<file path="config.mk">
export PLATFORM = sky130hd
export DESIGN_NAME = icache_assoc
export DESIGN_NICKNAME = d
export VERILOG_FILES = /design/src/rtl/icache_assoc.sv
export SDC_FILE = /design/constraint.sdc
export NUM_CORES = 2
export LEC_CHECK = 0
export CORE_MARGIN = 10
export CORE_UTILIZATION = 50
export CTS_CLUSTER_DIAMETER = 200
export DETAILED_ROUTE_END_ITERATION = 16
export GPL_ROUTABILITY_DRIVEN = 1
export PLACE_DENSITY = 0.76
export SLEW_MARGIN = 20
export SYNTH_ARGS = -nofsm -noshare
export SYNTH_HDL_FRONTEND = slang
export SYNTH_SLANG_ARGS = --single-unit
</file>
<file path="constraint.sdc">
create_clock -name CLK -period 55.4 [get_ports CLK]
set_clock_uncertainty 0.05 [all_clocks]
set_input_delay 11.08 -clock CLK [delete_from_list [all_inputs] [get_ports CLK]]
set_output_delay 11.08 -clock CLK [all_outputs]
set_load 0.02 [all_outputs]
</file>
<file path="src/rtl/icache_assoc.sv">
// icache_assoc: set-associative, read-only instruction cache.
//
// A fetch hits combinationally in IDLE when exactly one way of the indexed
// set holds a valid line with a matching tag. A miss latches the block
// address and refills the line word by word from memory, then returns to
// IDLE where the still-pending fetch hits. Replacement takes the lowest
// invalid way, otherwise a per-set round-robin pointer. A flush clears every
// valid bit and pointer in a single cycle. Data words are never cleared.
//
// Ports:
//   CLK       in   clock, rising edge
//   RST       in   asynchronous active-high reset
//   imemREN   in   fetch request
//   imemaddr  in   fetch byte address (word aligned)
//   flush     in   invalidate all lines
//   ihit      out  fetch served this cycle
//   imemload  out  fetched word, 0 when ihit=0
//   busy      out  refill or flush in progress
//   iREN      out  memory read request
//   iaddr     out  memory word address
//   iwait     in   memory stall (0 = iload valid)
//   iload     in   memory read data
module icache_assoc #(
  parameter int WORD_W    = 32,
  parameter int ADDR_W    = 32,
  parameter int IIDX_W    = 3,
  parameter int WAYS      = 2,
  parameter int BLK_WORDS = 2
) (
  input  logic              CLK,
  input  logic              RST,
  input  logic              imemREN,
  input  logic [ADDR_W-1:0] imemaddr,
  input  logic              flush,
  output logic              ihit,
  output logic [WORD_W-1:0] imemload,
  output logic              busy,
  output logic              iREN,
  output logic [ADDR_W-1:0] iaddr,
  input  logic              iwait,
  input  logic [WORD_W-1:0] iload
);

  localparam int OFF_W = $clog2(BLK_WORDS);
  localparam int TAG_W = ADDR_W - IIDX_W - OFF_W - 2;
  localparam int SETS  = 1 << IIDX_W;
  localparam int WAY_W = (WAYS > 1) ? $clog2(WAYS) : 1;
  localparam int CNT_W = (OFF_W > 0) ? OFF_W : 1;
  localparam int MC_W  = $clog2(WAYS + 1);
  localparam logic [CNT_W-1:0] LAST = CNT_W'(BLK_WORDS - 1);

  typedef enum logic [1:0] {IDLE, REFILL, FLUSH} state_t;

  state_t            state_q;
  logic              valid_q [SETS][WAYS];
  logic [TAG_W-1:0]  tag_q   [SETS][WAYS];
  logic [WAY_W-1:0]  vptr_q  [SETS];
  logic [WORD_W-1:0] data_q  [SETS][WAYS][BLK_WORDS];
  logic [WORD_W-1:0] fill_q  [BLK_WORDS];
  logic [CNT_W-1:0]  cnt_q;
  logic [TAG_W-1:0]  ftag_q;
  logic [IIDX_W-1:0] fidx_q;
  logic [ADDR_W-1:0] iaddr_q;
  logic              iren_q;
  logic              busy_q;

  // Address fields of the incoming fetch
  logic [TAG_W-1:0]  req_tag;
  logic [IIDX_W-1:0] req_idx;
  logic [CNT_W-1:0]  req_off;
  logic [ADDR_W-1:0] req_base;
  logic              unused_byte_bits;

  assign req_tag  = imemaddr[ADDR_W-1 -: TAG_W];
  assign req_idx  = imemaddr[2+OFF_W +: IIDX_W];
  assign req_base = {imemaddr[ADDR_W-1:OFF_W+2], {(OFF_W+2){1'b0}}};
  assign unused_byte_bits = ^imemaddr[1:0];

  generate
    if (OFF_W > 0) begin : g_off
      assign req_off = imemaddr[2 +: OFF_W];
    end else begin : g_no_off
      assign req_off = '0;
    end
  endgenerate

  // Per-way tag compare on the fetch set, and valid bits of the refill set
  logic [WAYS-1:0] way_match;
  logic [WAYS-1:0] fill_set_valid;

  generate
    for (genvar gi = 0; gi < WAYS; gi++) begin : g_way
      assign way_match[gi]      = valid_q[req_idx][gi] && (tag_q[req_idx][gi] == req_tag);
      assign fill_set_valid[gi] = valid_q[fidx_q][gi];
    end
  endgenerate

  logic [MC_W-1:0]  match_cnt;
  logic [WAY_W-1:0] hit_way;

  always_comb begin
    match_cnt = '0;
    hit_way   = '0;
    for (int w = 0; w < WAYS; w++) begin
      if (way_match[w]) begin
        match_cnt = match_cnt + MC_W'(1);
        hit_way   = WAY_W'(w);
      end
    end
  end

  // A hit requires a single matching way; duplicate matches are treated as a miss
  assign ihit     = !RST && (state_q == IDLE) && imemREN && !flush && (match_cnt == MC_W'(1));
  assign imemload = ihit ? data_q[req_idx][hit_way][req_off] : '0;

  // Victim: lowest invalid way wins; the round-robin pointer only when the set is full
  logic [WAY_W-1:0] victim;
  logic             vic_from_ptr;
  logic [WAY_W-1:0] vptr_d;

  always_comb begin
    victim       = vptr_q[fidx_q];
    vic_from_ptr = 1'b1;
    for (int w = WAYS - 1; w >= 0; w--) begin
      if (!fill_set_valid[w]) begin
        victim       = WAY_W'(w);
        vic_from_ptr = 1'b0;
      end
    end
    vptr_d = WAY_W'((int'(vptr_q[fidx_q]) + 1) % WAYS);
  end

  // Last word arriving this cycle completes the line unless a flush overrides it
  logic line_we;
  assign line_we = (state_q == REFILL) && !flush && !iwait && (cnt_q == LAST);

  // Line data has no reset; the final word comes straight from iload
  always_ff @(posedge CLK) begin
    if (line_we) begin
      for (int w = 0; w < BLK_WORDS; w++) begin
        data_q[fidx_q][victim][w] <= (w == BLK_WORDS - 1) ? iload : fill_q[w];
      end
    end
  end

  always_ff @(posedge CLK or posedge RST) begin
    if (RST) begin
      state_q <= IDLE;
      cnt_q   <= '0;
      ftag_q  <= '0;
      fidx_q  <= '0;
      iaddr_q <= '0;
      iren_q  <= 1'b0;
      busy_q  <= 1'b0;
      for (int s = 0; s < SETS; s++) begin
        vptr_q[s] <= '0;
        for (int w = 0; w < WAYS; w++) begin
          valid_q[s][w] <= 1'b0;
          tag_q[s][w]   <= '0;
        end
      end
      for (int b = 0; b < BLK_WORDS; b++) begin
        fill_q[b] <= '0;
      end
    end else begin
      case (state_q)
        IDLE: begin
          if (flush) begin
            state_q <= FLUSH;
            busy_q  <= 1'b1;
          end else if (imemREN && !ihit) begin
            state_q <= REFILL;
            ftag_q  <= req_tag;
            fidx_q  <= req_idx;
            cnt_q   <= '0;
            iaddr_q <= req_base;
            iren_q  <= 1'b1;
            busy_q  <= 1'b1;
          end
        end
        REFILL: begin
          if (flush) begin
            // Partial fill is abandoned; nothing is written
            state_q <= FLUSH;
            cnt_q   <= '0;
            iaddr_q <= '0;
            iren_q  <= 1'b0;
          end else if (!iwait) begin
            fill_q[cnt_q] <= iload;
            if (cnt_q == LAST) begin
              valid_q[fidx_q][victim] <= 1'b1;
              tag_q[fidx_q][victim]   <= ftag_q;
              if (vic_from_ptr) begin
                vptr_q[fidx_q] <= vptr_d;
              end
              state_q <= IDLE;
              cnt_q   <= '0;
              iaddr_q <= '0;
              iren_q  <= 1'b0;
              busy_q  <= 1'b0;
            end else begin
              cnt_q   <= cnt_q + CNT_W'(1);
              iaddr_q <= iaddr_q + ADDR_W'(4);
            end
          end
        end
        FLUSH: begin
          for (int s = 0; s < SETS; s++) begin
            vptr_q[s] <= '0;
            for (int w = 0; w < WAYS; w++) begin
              valid_q[s][w] <= 1'b0;
            end
          end
          state_q <= IDLE;
          busy_q  <= 1'b0;
        end
        default: state_q <= IDLE;
      endcase
    end
  end

  assign iREN  = iren_q;
  assign iaddr = iaddr_q;
  assign busy  = busy_q;

endmodule

</file>
==> summary.md <==
| Metric | Value |
|---|---|
| Status | `completed` |
| CP Launch Type | `primary input` |
| CTS root buf | `clkbuf_16` |
| Pwr per Cell Area | `38.88 nW/µm²` |
| Via density | `6.213` |
| Placed instance count | `5,276` |
| Layout Utilization | `56.63%` |
| Clock power share | `36.2%` |
| DP HPWL | `84,850 µm` |
| Initial Util | `50.30%` |
| Final Hold Viols | `0` |
| Synthesized area | `65,130 µm²` |
| Top Family by Delay on Critical Path | `buffers and inverters` |
| Crit Path Category | `primary input to output port` |
| Worst VDD drop | `0.00003595 V` |
| Die Ht | `380.9 µm` |
| Slew headroom | `23.10%` |
| Initial antenna violation count | `9` |
| Final Setup Violations | `0` |
| EDFF count, synth | `1,024` |
| Pin count of the biggest net entering global routing | `148` |
| Post-layout minimum cycle time | `28.66 ns` |
| Top cell by count, worst path | `buf_4` |
| Arrival @ worst endpoint | `17.53 ns` |
| Vias in the first global route | `35,470` |
| Vias | `34,540` |
| CP cell instances | `buf_8 -> buf_4 -> buf_4 -> mux4_1 -> mux2i_1 -> xor2_1 -> nand4_1 -> or4_1 -> nor4_2 -> xor2_1 -> nand3_2 -> buf_4 -> nor2_1 -> clkdlybuf4s50_1` |
| P_int | `2100 µW` |
| Hold WC Path Type | `flop to flop` |
| Final Instance Count excl. Fillers | `5,560` |
| Yosys warning count | `0` |
| Crit end category | `output port` |
| Tcrit/Tclk final | `51.74%` |
| Crit path buffers/inverters | `5` |
| H-tree Lvls | `4` |
| Hold path depth | `1` |
| Reg2Reg Depth | `12` |
| Routed wire per std cell | `28.85 µm` |
| Total power | `2851 µW` |
| Multi-input gate area | `19,870 µm²` |
| Clock Path Buffers | `3` |
| Sw Ratio | `26.34%` |
| First-pass GRT wire length | `237,700 µm` |
| Die Width | `380.9 µm` |
| Detailed Route Iter0 Violations | `4,077` |
| TritonCTS Buffers | `153` |
| Reg power frac | `53.2%` |
| Fillcell total | `9,546` |
| DRC viols | `0` |
| Setup tns final | `0 ns` |
| Total GRT Usage | `21.92%` |
| CP max FO | `71` |
| Post-cts sizing count | `0` |
| Clock Latency Late Sink | `0.81 ns` |
| TritonCTS clock tree | `built` |
| Final net count | `3,765` |
| Ys async rst share | `34.36%` |
| Area Overhead vs Synth | `12.58%` |
| P_sw | `750.9 µW` |
| DRT Pass-1 Iters | `5` |
| Share of the yosys chip area belonging to registers | `67.80%` |
| CTS Hold Bufs | `0` |
| Synthesized area per cell | `18.27 µm²` |
| Fmax achieved | `34.89 MHz` |
| Critical path launch point | `imemaddr[4]` |
| Flop and latch count out of synthesis | `1,560` |
| Postcts setup bufs | `0` |
| Fraction of final layout cells with drive strength greater than 1 | `31.79%` |
| Pins Over Slew Limit | `0` |
| Reg2Reg Launch Point | `fidx_q[2]` |
| Slowest CP cell | `buf_4` |
| Clock Sink Count | `1,560` |
| I/O pin count | `136` |
| Combinational share of power | `10.6%` |
| Worst-Margin Slew | `1.153 ns` |
| Area post-placement | `68,220 µm²` |
| PortBufs | `131` |
| Post-route ant nets | `0` |
| Max Cap Viol | `0` |
| Main synth FF type | `edfxtp_1` |
| Post-Synthesis Cells | `3,565` |
| Worst hold start | `tag_q[316]` |
| Sequential cell area | `44,160 µm²` |
| RSZ-0062 raised after global routing | `no` |
| Stages on worst setup path | `14` |
| Largest stage delay, worst path | `0.96 ns` |
| Final wirelength | `160,400 µm` |
| Core box area | `129,500 µm²` |
| Final Cell Area | `73,330 µm²` |
| GPL Wtd Cong | `0.8933` |
| FP Rows | `132` |
| Total die area | `145,100 µm²` |
| Total global routing overflow | `0` |
| Clk slew on worst S/H paths | `0.06 ns` |
| LEAKAGE | `0.02786 µW` |
| Count of cell types in the netlist | `67` |
| CP Data Required Time | `44.27 ns` |
==> metrics by stage <==
step / setup slack [ns] / hold WS (ns)
2_1_floorplan: 19.71 / 0.4141
3_3_place_gp: 26.86 / 0.4295
3_5_place_dp: 26.84 / 0.4362
4_1_cts: 26.83 / 0.4492
5_1_grt: 26.61 / 0.4531
6_report: 26.74 / 0.4450
==> cell usage in the layout, fill, tap and decap left out, types with 6 or more instances in the layout <==
cell type / n
edfxtp_1: 1024
dfrtp_1: 536
mux2_2: 506
mux4_2: 356
nand2_1: 156
mux2i_1: 156
clkbuf_16: 154
clkdlybuf4s50_1: 127
nor2_1: 118
o21ai_0: 78
buf_4: 64
clkbuf_1: 40
a21oi_1: 35
a22oi_1: 32
clkbuf_8: 32
nand4_1: 27
mux4_1: 24
inv_1: 22
a22o_1: 20
clkinv_2: 19
xor2_1: 18
nor3_1: 16
and3_1: 14
clkinv_1: 14
xnor2_1: 13
nand3_1: 12
a31oi_1: 11
or3_1: 9
a31o_2: 9
nor2_4: 9
nand2b_1: 8
inv_4: 8
nor2b_1: 7
and4_1: 7
mux2_1: 7
and2_1: 6
nand2_2: 6
or2_2: 6
o21ai_1: 6
bufinv_16: 6
==> cell usage after synthesis, drive strengths merged, types with 36 or more instances <==
| cell type | number | share of area (%) |
|---|---|---|
| edfxtp | 1024 | 47 |
| dfrtp | 536 | 21 |
| mux2 | 513 | 8.9 |
| mux4 | 380 | 13 |
| clkbuf | 168 | 0.97 |
| nand2 | 162 | 0.93 |
| mux2i | 156 | 2.4 |
| nor2 | 128 | 0.74 |
| o21ai | 84 | 0.65 |
| buf | 62 | 0.71 |
| a21oi | 36 | 0.28 |
==> worst register-to-register path: stages, from the launching register on <==
cell      delay (ns)
dfrtp_1         0.74
mux2_2          0.41
a221oi_1        0.27
a21oi_1         0.07
a221o_1         0.31
inv_1           0.06
a21boi_1        0.16
nand2b_4        0.24
buf_4           0.47
nor2_4          0.97
buf_4           0.77
buf_4           0.69
mux2_2          0.45
==> per-layer routing <==
layer	track usage (%)	part of all wire, %	vias up
met5	0	0.0081	-
met4	6.703	2.6	2
met3	5.644	9.5	280
met2	35.52	49	1629
met1	29.15	39	18290
li1	-	-	14340
==> path summary, 6_finish.rpt <==
path                          endpoint  slack, ns
max in group asynchronous   fill_q[35]      42.12
setup / recovery           imemload[0]      26.74
hold / removal              tag_q[316]       0.45
hold reg to reg             tag_q[316]       0.45
min in group asynchronous    tag_q[23]      10.83
setup reg to reg            tag_q[234]      49.68
==> power groups by stage <==
stage | clock network (µW) | logic, µW | registers [µW]
after floorplan | 0 | 208 | 1490
after global placement | 0 | 289 | 1530
after detailed placement | 0 | 298 | 1540
after CTS | 1050 | 301 | 1510
after global routing | 1090 | 329 | 1530
final | 1030 | 301 | 1520
==> logic make-up after synthesis <==
| family | count (synthesis) | share of synthesized area (%) |
|---|---|---|
| compound gates | 223 | 2.165 |
| xor+xnor | 31 | 0.4169 |
| fa+ha+maj | 5 | 0.09605 |
| buf+inv | 262 | 1.861 |
| flops | 1560 | 67.80 |
| mux | 1049 | 24.54 |
| other cells | 1 | 0.005757 |
| simple gates | 434 | 3.106 |
==> state kept, by name, indices dropped and copies added (netlist names) <==
name,cells
state_q,2
cnt_q,1
ftag_q,26
fill_q,32
valid_q,16
vptr_q,8
tag_q,416
fidx_q,3
iREN,1
data_q,1024
iaddr,30
busy,1
==> area by class of cell <==
type,count,area share (%)
sequential,1560,60.23
multi-input combinational,1744,27.10
clock buffer,226,6.061
tap,1742,2.972
timing repair buffer,200,2.597
clock inverter,54,0.8310
inverter,32,0.2014
antenna,2,0.006825
Note: power is estimated with default switching activity, not from simulation.
